--- src/rtl/bnn_conv_pe.sv ---
// Binary convolution processing element.
// Holds one KxKxCIN binary kernel, slides it over a streamed frame of tap
// columns with stride S, and emits either the signed XNOR-popcount sum
// (2*popcount - N) or its comparison against a signed threshold.
// Fixed three-stage pipeline: window update, XNOR register, popcount/output.
module bnn_conv_pe #(
   parameter int  K    = 3,
   parameter int  CIN  = 1,
   parameter int  S    = 1,
   parameter int  MAXW = 32,
   localparam int N    = K*K*CIN,
   localparam int SW   = $clog2(N+1)+1,
   localparam int IW   = $clog2(MAXW+1),
   localparam int TW   = K*CIN
) (
   input  logic                 clk,
   input  logic                 rst,
   input  logic                 w_load,
   input  logic                 w_valid,
   input  logic                 w_bit,
   output logic                 w_done,
   input  logic                 start,
   input  logic [IW-1:0]        img_w,
   input  logic [IW-1:0]        img_h,
   input  logic                 bin_mode,
   input  logic signed [SW-1:0] thresh,
   input  logic                 in_valid,
   input  logic [TW-1:0]        in_taps,
   output logic                 in_ready,
   output logic                 out_valid,
   output logic signed [SW-1:0] out_sum,
   output logic                 out_bit,
   output logic                 busy,
   output logic                 done,
   output logic [2:0]           dbg_state
);

   localparam int PW  = (N > 1) ? $clog2(N) : 1;
   localparam int PCW = SW - 1;
   localparam int SPW = (S > 1) ? $clog2(S) : 1;

   typedef enum logic [2:0] {
      ST_IDLE  = 3'd0,
      ST_LOAD  = 3'd1,
      ST_RUN   = 3'd2,
      ST_DRAIN = 3'd3,
      ST_DONE  = 3'd4
   } state_t;

   state_t               state_q, state_d;
   logic [N-1:0]         w_q;
   logic [PW-1:0]        ptr_q;
   logic                 w_done_q;
   logic [IW-1:0]        img_w_q, img_h_q, x_q, y_q;
   logic [SPW-1:0]       xp_q, yp_q;
   logic                 bin_q;
   logic signed [SW-1:0] thresh_q;
   logic [K-1:0][TW-1:0] win_q, win_d;
   logic [N-1:0]         win_flat, xnor_q;
   logic                 c1_v_q, c2_v_q;
   logic                 out_valid_q, out_bit_q;
   logic signed [SW-1:0] out_sum_q, sum_c;
   logic [PCW-1:0]       pc;
   logic                 accept, row_end, last_beat, emit, start_go, small_frame;

   // Tap handshake: a column transfers on every rising edge where in_valid and
   // in_ready are both high; in_ready is high exactly while in RUN, and the
   // upstream must hold in_taps stable while in_valid is high and in_ready low.
   assign in_ready    = (state_q == ST_RUN);
   assign accept      = in_valid & in_ready;
   assign row_end     = (x_q == img_w_q - IW'(1));
   assign last_beat   = accept & row_end & (y_q == img_h_q - IW'(K));
   // xp/yp are stride phases; zero marks a column/row where a window lands.
   assign emit        = accept & (x_q >= IW'(K-1)) & (xp_q == '0) & (yp_q == '0);
   assign start_go    = (state_q == ST_IDLE) & start & w_done_q & ~w_load;
   assign small_frame = (img_w < IW'(K)) | (img_h < IW'(K));

   // State register.
   always_ff @(posedge clk or posedge rst) begin
      if (rst) state_q <= ST_IDLE;
      else     state_q <= state_d;
   end

   // Next-state logic; a frame too small for one window goes straight to drain.
   always_comb begin
      state_d = state_q;
      case (state_q)
         ST_IDLE: begin
            if (w_load)        state_d = ST_LOAD;
            else if (start_go) state_d = small_frame ? ST_DRAIN : ST_RUN;
         end
         ST_LOAD:  if (!w_load && w_valid && ptr_q == PW'(N-1)) state_d = ST_IDLE;
         ST_RUN:   if (last_beat) state_d = ST_DRAIN;
         ST_DRAIN: if (!c1_v_q && !c2_v_q) state_d = ST_DONE;
         ST_DONE:  state_d = ST_IDLE;
         default:  state_d = ST_IDLE;
      endcase
   end

   // Kernel load: w_load restarts the pointer, the N-th bit sets w_done.
   always_ff @(posedge clk or posedge rst) begin
      if (rst) begin
         w_q      <= '0;
         ptr_q    <= '0;
         w_done_q <= 1'b0;
      end else if (w_load && (state_q == ST_IDLE || state_q == ST_LOAD)) begin
         ptr_q    <= '0;
         w_done_q <= 1'b0;
      end else if (state_q == ST_LOAD && w_valid) begin
         w_q[ptr_q] <= w_bit;
         ptr_q      <= ptr_q + PW'(1);
         if (ptr_q == PW'(N-1)) w_done_q <= 1'b1;
      end
   end

   // Frame configuration capture and x/y position plus stride-phase tracking.
   always_ff @(posedge clk or posedge rst) begin
      if (rst) begin
         img_w_q  <= '0;
         img_h_q  <= '0;
         bin_q    <= 1'b0;
         thresh_q <= '0;
         x_q      <= '0;
         y_q      <= '0;
         xp_q     <= '0;
         yp_q     <= '0;
      end else if (start_go) begin
         img_w_q  <= img_w;
         img_h_q  <= img_h;
         bin_q    <= bin_mode;
         thresh_q <= thresh;
         x_q      <= '0;
         y_q      <= '0;
         xp_q     <= '0;
         yp_q     <= '0;
      end else if (accept) begin
         if (row_end) begin
            x_q  <= '0;
            xp_q <= '0;
            y_q  <= y_q + IW'(1);
            yp_q <= (yp_q == SPW'(S-1)) ? '0 : yp_q + SPW'(1);
         end else begin
            x_q <= x_q + IW'(1);
            if (x_q >= IW'(K-1)) xp_q <= (xp_q == SPW'(S-1)) ? '0 : xp_q + SPW'(1);
         end
      end
   end

   // Window shift: newest column enters at K-1; older columns drop at row start.
   always_comb begin
      win_d = win_q;
      if (accept) begin
         for (int c = 0; c < K-1; c++) win_d[c] = (x_q == '0) ? '0 : win_q[c+1];
         win_d[K-1] = in_taps;
      end
   end

   // Stage 1: window register and its emit flag.
   always_ff @(posedge clk or posedge rst) begin
      if (rst) begin
         win_q  <= '0;
         c1_v_q <= 1'b0;
      end else begin
         win_q  <= win_d;
         c1_v_q <= emit;
      end
   end

   // Reorder window into kernel order (row, col, channel; channel fastest).
   always_comb begin
      win_flat = '0;
      for (int r = 0; r < K; r++)
         for (int c = 0; c < K; c++)
            for (int ch = 0; ch < CIN; ch++)
               win_flat[(r*K+c)*CIN+ch] = win_q[c][(K-1-r)*CIN+ch];
   end

   // Stage 2: XNOR of window against kernel.
   always_ff @(posedge clk or posedge rst) begin
      if (rst) begin
         xnor_q <= '0;
         c2_v_q <= 1'b0;
      end else begin
         if (c1_v_q) xnor_q <= ~(win_flat ^ w_q);
         c2_v_q <= c1_v_q;
      end
   end

   // Popcount and mapping to 2*pc-N; modular SW-bit arithmetic is exact here.
   always_comb begin
      pc = '0;
      for (int i = 0; i < N; i++) pc = pc + PCW'(xnor_q[i]);
      sum_c = $signed({pc, 1'b0} - SW'(N));
   end

   // Stage 3: result register; idle cycles drive zeros.
   always_ff @(posedge clk or posedge rst) begin
      if (rst) begin
         out_valid_q <= 1'b0;
         out_sum_q   <= '0;
         out_bit_q   <= 1'b0;
      end else begin
         out_valid_q <= c2_v_q;
         if (c2_v_q) begin
            out_sum_q <= bin_q ? '0 : sum_c;
            out_bit_q <= bin_q & (sum_c >= thresh_q);
         end else begin
            out_sum_q <= '0;
            out_bit_q <= 1'b0;
         end
      end
   end

   assign w_done    = w_done_q;
   assign out_valid = out_valid_q;
   assign out_sum   = out_sum_q;
   assign out_bit   = out_bit_q;
   assign busy      = (state_q != ST_IDLE);
   assign done      = (state_q == ST_DONE);
   assign dbg_state = state_q;

endmodule

--- config.mk ---
export PLATFORM = sky130hd
export DESIGN_NAME = bnn_conv_pe
export DESIGN_NICKNAME = d
export VERILOG_FILES = /design/src/rtl/bnn_conv_pe.sv
export SDC_FILE = /design/constraint.sdc
export NUM_CORES = 1
export LEC_CHECK = 0
export CAP_MARGIN = 20
export CORE_MARGIN = 4
export CORE_UTILIZATION = 36
export DETAILED_ROUTE_END_ITERATION = 8
export PLACE_DENSITY = 0.57
export SLEW_MARGIN = 20
export SYNTH_ARGS = -nofsm -noshare
export SYNTH_HDL_FRONTEND = slang
export SYNTH_SLANG_ARGS = --single-unit
--- constraint.sdc ---
create_clock -name clk -period 4.2 [get_ports clk]
set_input_delay 0.84 -clock clk [delete_from_list [all_inputs] [get_ports clk]]
set_output_delay 0.84 -clock clk [all_outputs]
set_load 0.005 [all_outputs]
Yosys cells after proc, flatten, opt, wreduce, memory -nomap -nowiden
Index checks and enable logic that the tools add are counted.
Cells by class
  $add $sub $neg: 16
  $mul: 0
  divide/modulo/power cells: 0
  order comparisons: 6
  equal/unequal tests: 11
  shift-type cells: 0
  multiplexer cells: 35
  bitwise logic cells: 17
  reductions and logical operators: 23
Operators with widths (count)
  2-to-1 mux 6 bit: 6
  2-to-1 mux 3 bit: 7
  adder 4 x 1 -> 4 bit: 5
  2-to-1 mux 1 bit: 15
  adder 6 x 1 -> 6 bit, second input constant: 2
  == test 6 bit: 2
  < comparator 6 x 2 -> 1 bit, second input constant: 2
  one-hot mux 3 bit (4 select lines): 1
  bitwise AND 1 bit: 10
  2-to-1 mux 5 bit: 2
  bitwise mux 9 bit: 1
  inverter 9 bit: 1
  bitwise XOR 9 bit: 1
  2-to-1 mux 4 bit: 2
  AND reduction 2 bit: 4
  nonzero test 2 bit: 4
  == test 3 x 2 -> 1 bit, second input constant: 2
  >= comparator 6 x 2 -> 1 bit, second input constant: 1
  logical AND 1 bit: 6
  zero test 6 bit: 1
  nonzero test 3 bit: 2
  subtractor 6 x 1 -> 6 bit, second input constant: 1
  subtractor 6 x 2 -> 6 bit, second input constant: 1
  >= comparator 5 bit: 1
  other kinds (21): 28
Storage, ports and cells
  bits in registers: 76
  bits in latches: 0
  RAM bits: 0
  memory bits (read-only): 0
  input bits: 28
  output and inout bits: 14
  logic and storage cells: 129
  memories kept: 0

Logic depth before layout (Yosys ltp)
Gate-level depths: netlist of the first run.
  word-level depth: 12
  mapped depth: 15
  gate-level depth less buffers: 15

Least setup slack after synthesis of the first run
OpenSTA, ideal clock, no wires.
  path kind: reg-to-reg
  start point: register xnor_q[0]
  end point: register out_bit_q, in the netlist out_bit
  data arrival time: 3601 ps
  path slack: 473 ps
  cell stages (with the launch flop): 15
  clock period less this slack: 3727 ps
  cell sequence: dfrtp_1 -> inv_1 -> fa_1 -> fa_1 -> fa_1 -> fa_1 -> fa_1 -> nand2_1 -> nand2_1 -> xor2_1 -> a22oi_1 -> ha_1 -> nand2b_1 -> nand3_1 -> a21oi_1
Between the ends
  longest elaborated chain between the ends: 12
Ends and longest elaborated chain
  from (decl): RTL line 59  | logic [N-1:0] win_flat, xnor_q;
  from (signal assigned): RTL line 184  | if (c1_v_q) xnor_q <= ~(win_flat ^ w_q);
  adder 1 x 1 -> 2 bit: RTL line 192  | for (int i = 0; i < N; i++) pc = pc + PCW'(xnor_q[i]);
  adder 2 x 1 -> 3 bit: RTL line 192
  adder 3 x 1 -> 4 bit: RTL line 192
  adder 4 x 1 -> 4 bit (5 in a row): RTL line 192
  subtractor 5 x 4 -> 5 bit: RTL line 193  | sum_c = $signed({pc, 1'b0} - SW'(N));
  >= comparator 5 bit: RTL line 206  | out_bit_q <= bin_q & (sum_c >= thresh_q);
  bitwise AND 1 bit: RTL line 206
  2-to-1 mux 1 bit: RTL line 204  | if (c2_v_q) begin
  to (signal assigned): RTL line 206
  to (decl): RTL line 61  | logic out_valid_q, out_bit_q;
No other way between the ends.
A chain may end at the register's enable or synchronous reset.

Worst setup path in the final report of the first run
  start point: register xnor_q[1]
  end point: register out_bit_q, in the netlist out_bit
The elaborated chain is that of the path after synthesis.

==> results of run 1 <==
-- state kept, by name, summed over array words and instances, names as in the netlist, 5 cells and up --
signal    cells
w_q           9
win_flat      9
xnor_q        9
img_h_q       6
img_w_q       6
x_q           6
y_q           6
out_sum       5
-- layer usage --
metal  global-route usage  vias to the layer above  routed length (µm)
met3               0.0253                       12                 365
li1                     -                     1425                   -
met5                    0                        -                   0
met2                0.221                       58                3760
met4               0.0601                        0                 160
met1                0.190                     1374                3900
-- path summary, 6_finish.rpt --
check | startpoint | to | cells past startpoint
min | c2_v_q | out_valid | 0
max in group asynchronous | rst | c1_v_q | 3
min reg2reg | c2_v_q | out_valid | 0
max | xnor_q[1] | out_bit | 14
min in group asynchronous | rst | ptr_q[3] | 2
max reg2reg | xnor_q[1] | out_bit | 14
-- report_power, final --
group | switching [mW] | internal [mW] | total [mW]
Sequential | 0.0144 | 0.719 | 0.734
Combinational | 0.0508 | 0.0566 | 0.107
Clock | 0.275 | 0.353 | 0.628
-- cells by family after synthesis --
| family | Yosys count | synth area share |
|---|---|---|
| and+or+nand+nor | 158 | 0.200 |
| DFF | 73 | 0.467 |
| AOI/OAI and AO/OA | 58 | 0.109 |
| buffers and inverters | 39 | 0.0397 |
| xor gates and xnor gates | 30 | 0.0672 |
| adders and majority gates | 22 | 0.0800 |
| muxes | 13 | 0.0365 |
-- cell type report --
| type | count | area share |
|---|---|---|
| clock buffer | 10 | 0.0292 |
| inverter | 27 | 0.0215 |
| multi-input combinational | 281 | 0.412 |
| sequential | 73 | 0.387 |
| tap | 136 | 0.0361 |
| clock inverter | 6 | 0.0191 |
| timing repair buffer | 46 | 0.0944 |
-- critical path: cells and delay by family (launching register included) --
family	cells	cell delay, ns
flops	1	0.37
compound gates	2	0.27
fa+ha+maj	6	2.57
buf+inv	1	0.09
xor+xnor	1	0.15
simple gates	4	0.42
-- stage by stage --
| stage | std cells | util | setup slack (ns) | area [µm²] |
|---|---|---|---|---|
| after detailed placement | 563 | 0.428 | 0.203 | 4480 |
| after global placement | 563 | 0.428 | 0.332 | 4480 |
| after global routing | 579 | 0.451 | 0.0184 | 4720 |
| final | 579 | 0.451 | 0.222 | 4720 |
| after floorplan | 393 | - | 0.473 | 3910 |
| after CTS | 579 | 0.450 | 0.189 | 4710 |
-- layout by cell type (no fill, tap or decap), drive strengths merged, types with 5 or more instances in the layout --
| cell type | synthesis | layout |
|---|---|---|
| nor2 | 15 | 15 |
| clkdlybuf4s50 | 0 | 40 |
| mux2 | 10 | 10 |
| clkbuf | 9 | 10 |
| buf | 3 | 6 |
| o21ai | 18 | 18 |
| nand2 | 77 | 77 |
| and2 | 7 | 7 |
| inv | 27 | 28 |
| xor2 | 7 | 7 |
| dfrtp | 73 | 73 |
| a22o | 7 | 7 |
| a21oi | 15 | 15 |
| nand3 | 16 | 16 |
| xnor2 | 23 | 23 |
| ha | 17 | 17 |
| fa | 5 | 5 |
-- timing repair --
action,in CTS,in global routing
resized for setup,0,2
hold buffers,0,0
setup endpoints to repair,0,1
==> results.md, run 1 <==
- First-pass GRT wire length: 14,300 µm
- Hold Vio Cnt, Final: 0
- Register area: 1830 µm²
- Drt total wl: 8180 µm
- LEAKAGE: 2.10 nW
- Synth warnings: 0
- Sequential fraction of the synthesis area: 0.467
- CP Data Arrival Time: 4.20 ns
- Clk_skew: 0.00807 ns
- Synth top area share: 0.467
- Post-CTS Setup Repair Bufs: 0
- CTS H-tree lvls: 3
- Drc violations: 0
- Core footprint: 10,500 µm²
- Min Tclk post-route: 3.98 ns
- RSZ-0062 raised after global routing: no
- Count leader, synth: nand2_1
- R2R Setup Slk: 0.22 ns
- GR Util All Layers: 0.140
- Largest net degree at the start of global routing: 33
- Tcrit/Tclk final: 0.947
- Pre-Repair DR Iteration Count: 4
- Synthesized area: 3910 µm²
- Pwr dens: 311 nW/µm²
- Count of different cell masters after synthesis: 54
- Syn avg cell area: 9.95 µm²
- Commonest cells in the netlist: nand2_1 (77), dfrtp_1 (73), inv_1 (27), xnor2_1 (23), o21ai_0 (18)
- HP Class: reg2reg
- Most Frequent Cell on Critical Path: fa_1
- Num CTS Buffers: 9
- Least-Margin Pin Slew: 0.777 ns
- Critical Path Start Type: flop
- Worst-path clk slew: 0.08 ns
- Rows: 37
- Max VDD drop: 0.150 mV
- Dominant cells by area after synthesis: dfrtp_1 (47%), nand2_1 (7.4%), ha_1 (5.4%)
- Yosys reg bits: 73
- Chain of cells forming the critical path: inv_1 -> fa_1 -> fa_1 -> fa_1 -> fa_1 -> fa_1 -> nand2_1 -> nand2_1 -> xor2_1 -> a22oi_2 -> ha_1 -> nand2b_1 -> nand3_1 -> a21oi_1
- Initial antenna violation count: 0
- IO buf count: 40
- Final setup TNS: 0 ns
- Vias in the first global route: 2,948
- Initial DRC count: 186
- Nets@finish: 488
- Share of cells above drive strength 1: 0.104
- Clock root cell: clkbuf_8
- Max Root-Sink Buffers: 2
- CTS tree: built
- Final ANT Viol Nets: 0
- GPL Wtd Cong: 0.777
- Setup crit end kind: flop
- Area delta synth->final: 20.7%
- Total power: 1.47 mW
- Worst Path Required: 4.42 ns
- Async SR Flop Fraction: 1.00
- Fin Hold WS: 0.441 ns
- Filler cells: 1,000
- Slew Viols, Final: 0
- Post-Syn Instances: 393
- CP peak stage delay: 0.52 ns
- Die width: 112 µm
- Type of the worst setup path: reg2reg
- Final setup fails: 0
- Antenna fix cells: 0
- Die Y: 112 µm
- HPWL Detailed: 6120 µm
- Status: completed
- Multi-input logic area: 1950 µm²
- Leading area contributor after synthesis: dfrtp_1
- Synth Flop Type: dfrtp_1
- DR vias/cell: 4.96
- Post-Synthesis Net Count: 443
- DR WL/cell: 14.1 µm
- CP max stage cell: fa_1
- Maximum net fanout on the critical path: 2
- Rel. slew slack: 0.480
- Max Cap Violations: 0
- Die Area: 12,600 µm²
- GRT Residual Overflow: 0
- Vias post-DR: 2,869
- Post-synth EDFFs: 0
- Starting Density: 0.374
- Fmax: 251 MHz
- Clock sink total: 73
- # IOs: 42
- Clk_lat worst skew: 0.34 ns
No activity file was read; power rests on OpenSTA's default activity.
==> inputs of run 2 (changes only) <==
Settings changed: ABC_CLOCK_PERIOD_IN_PS set to 4200, SKIP_CTS_REPAIR_TIMING set to 1.
==> results of run 2 <==
Final layout, timing and power as in run 1 (identical DEF).
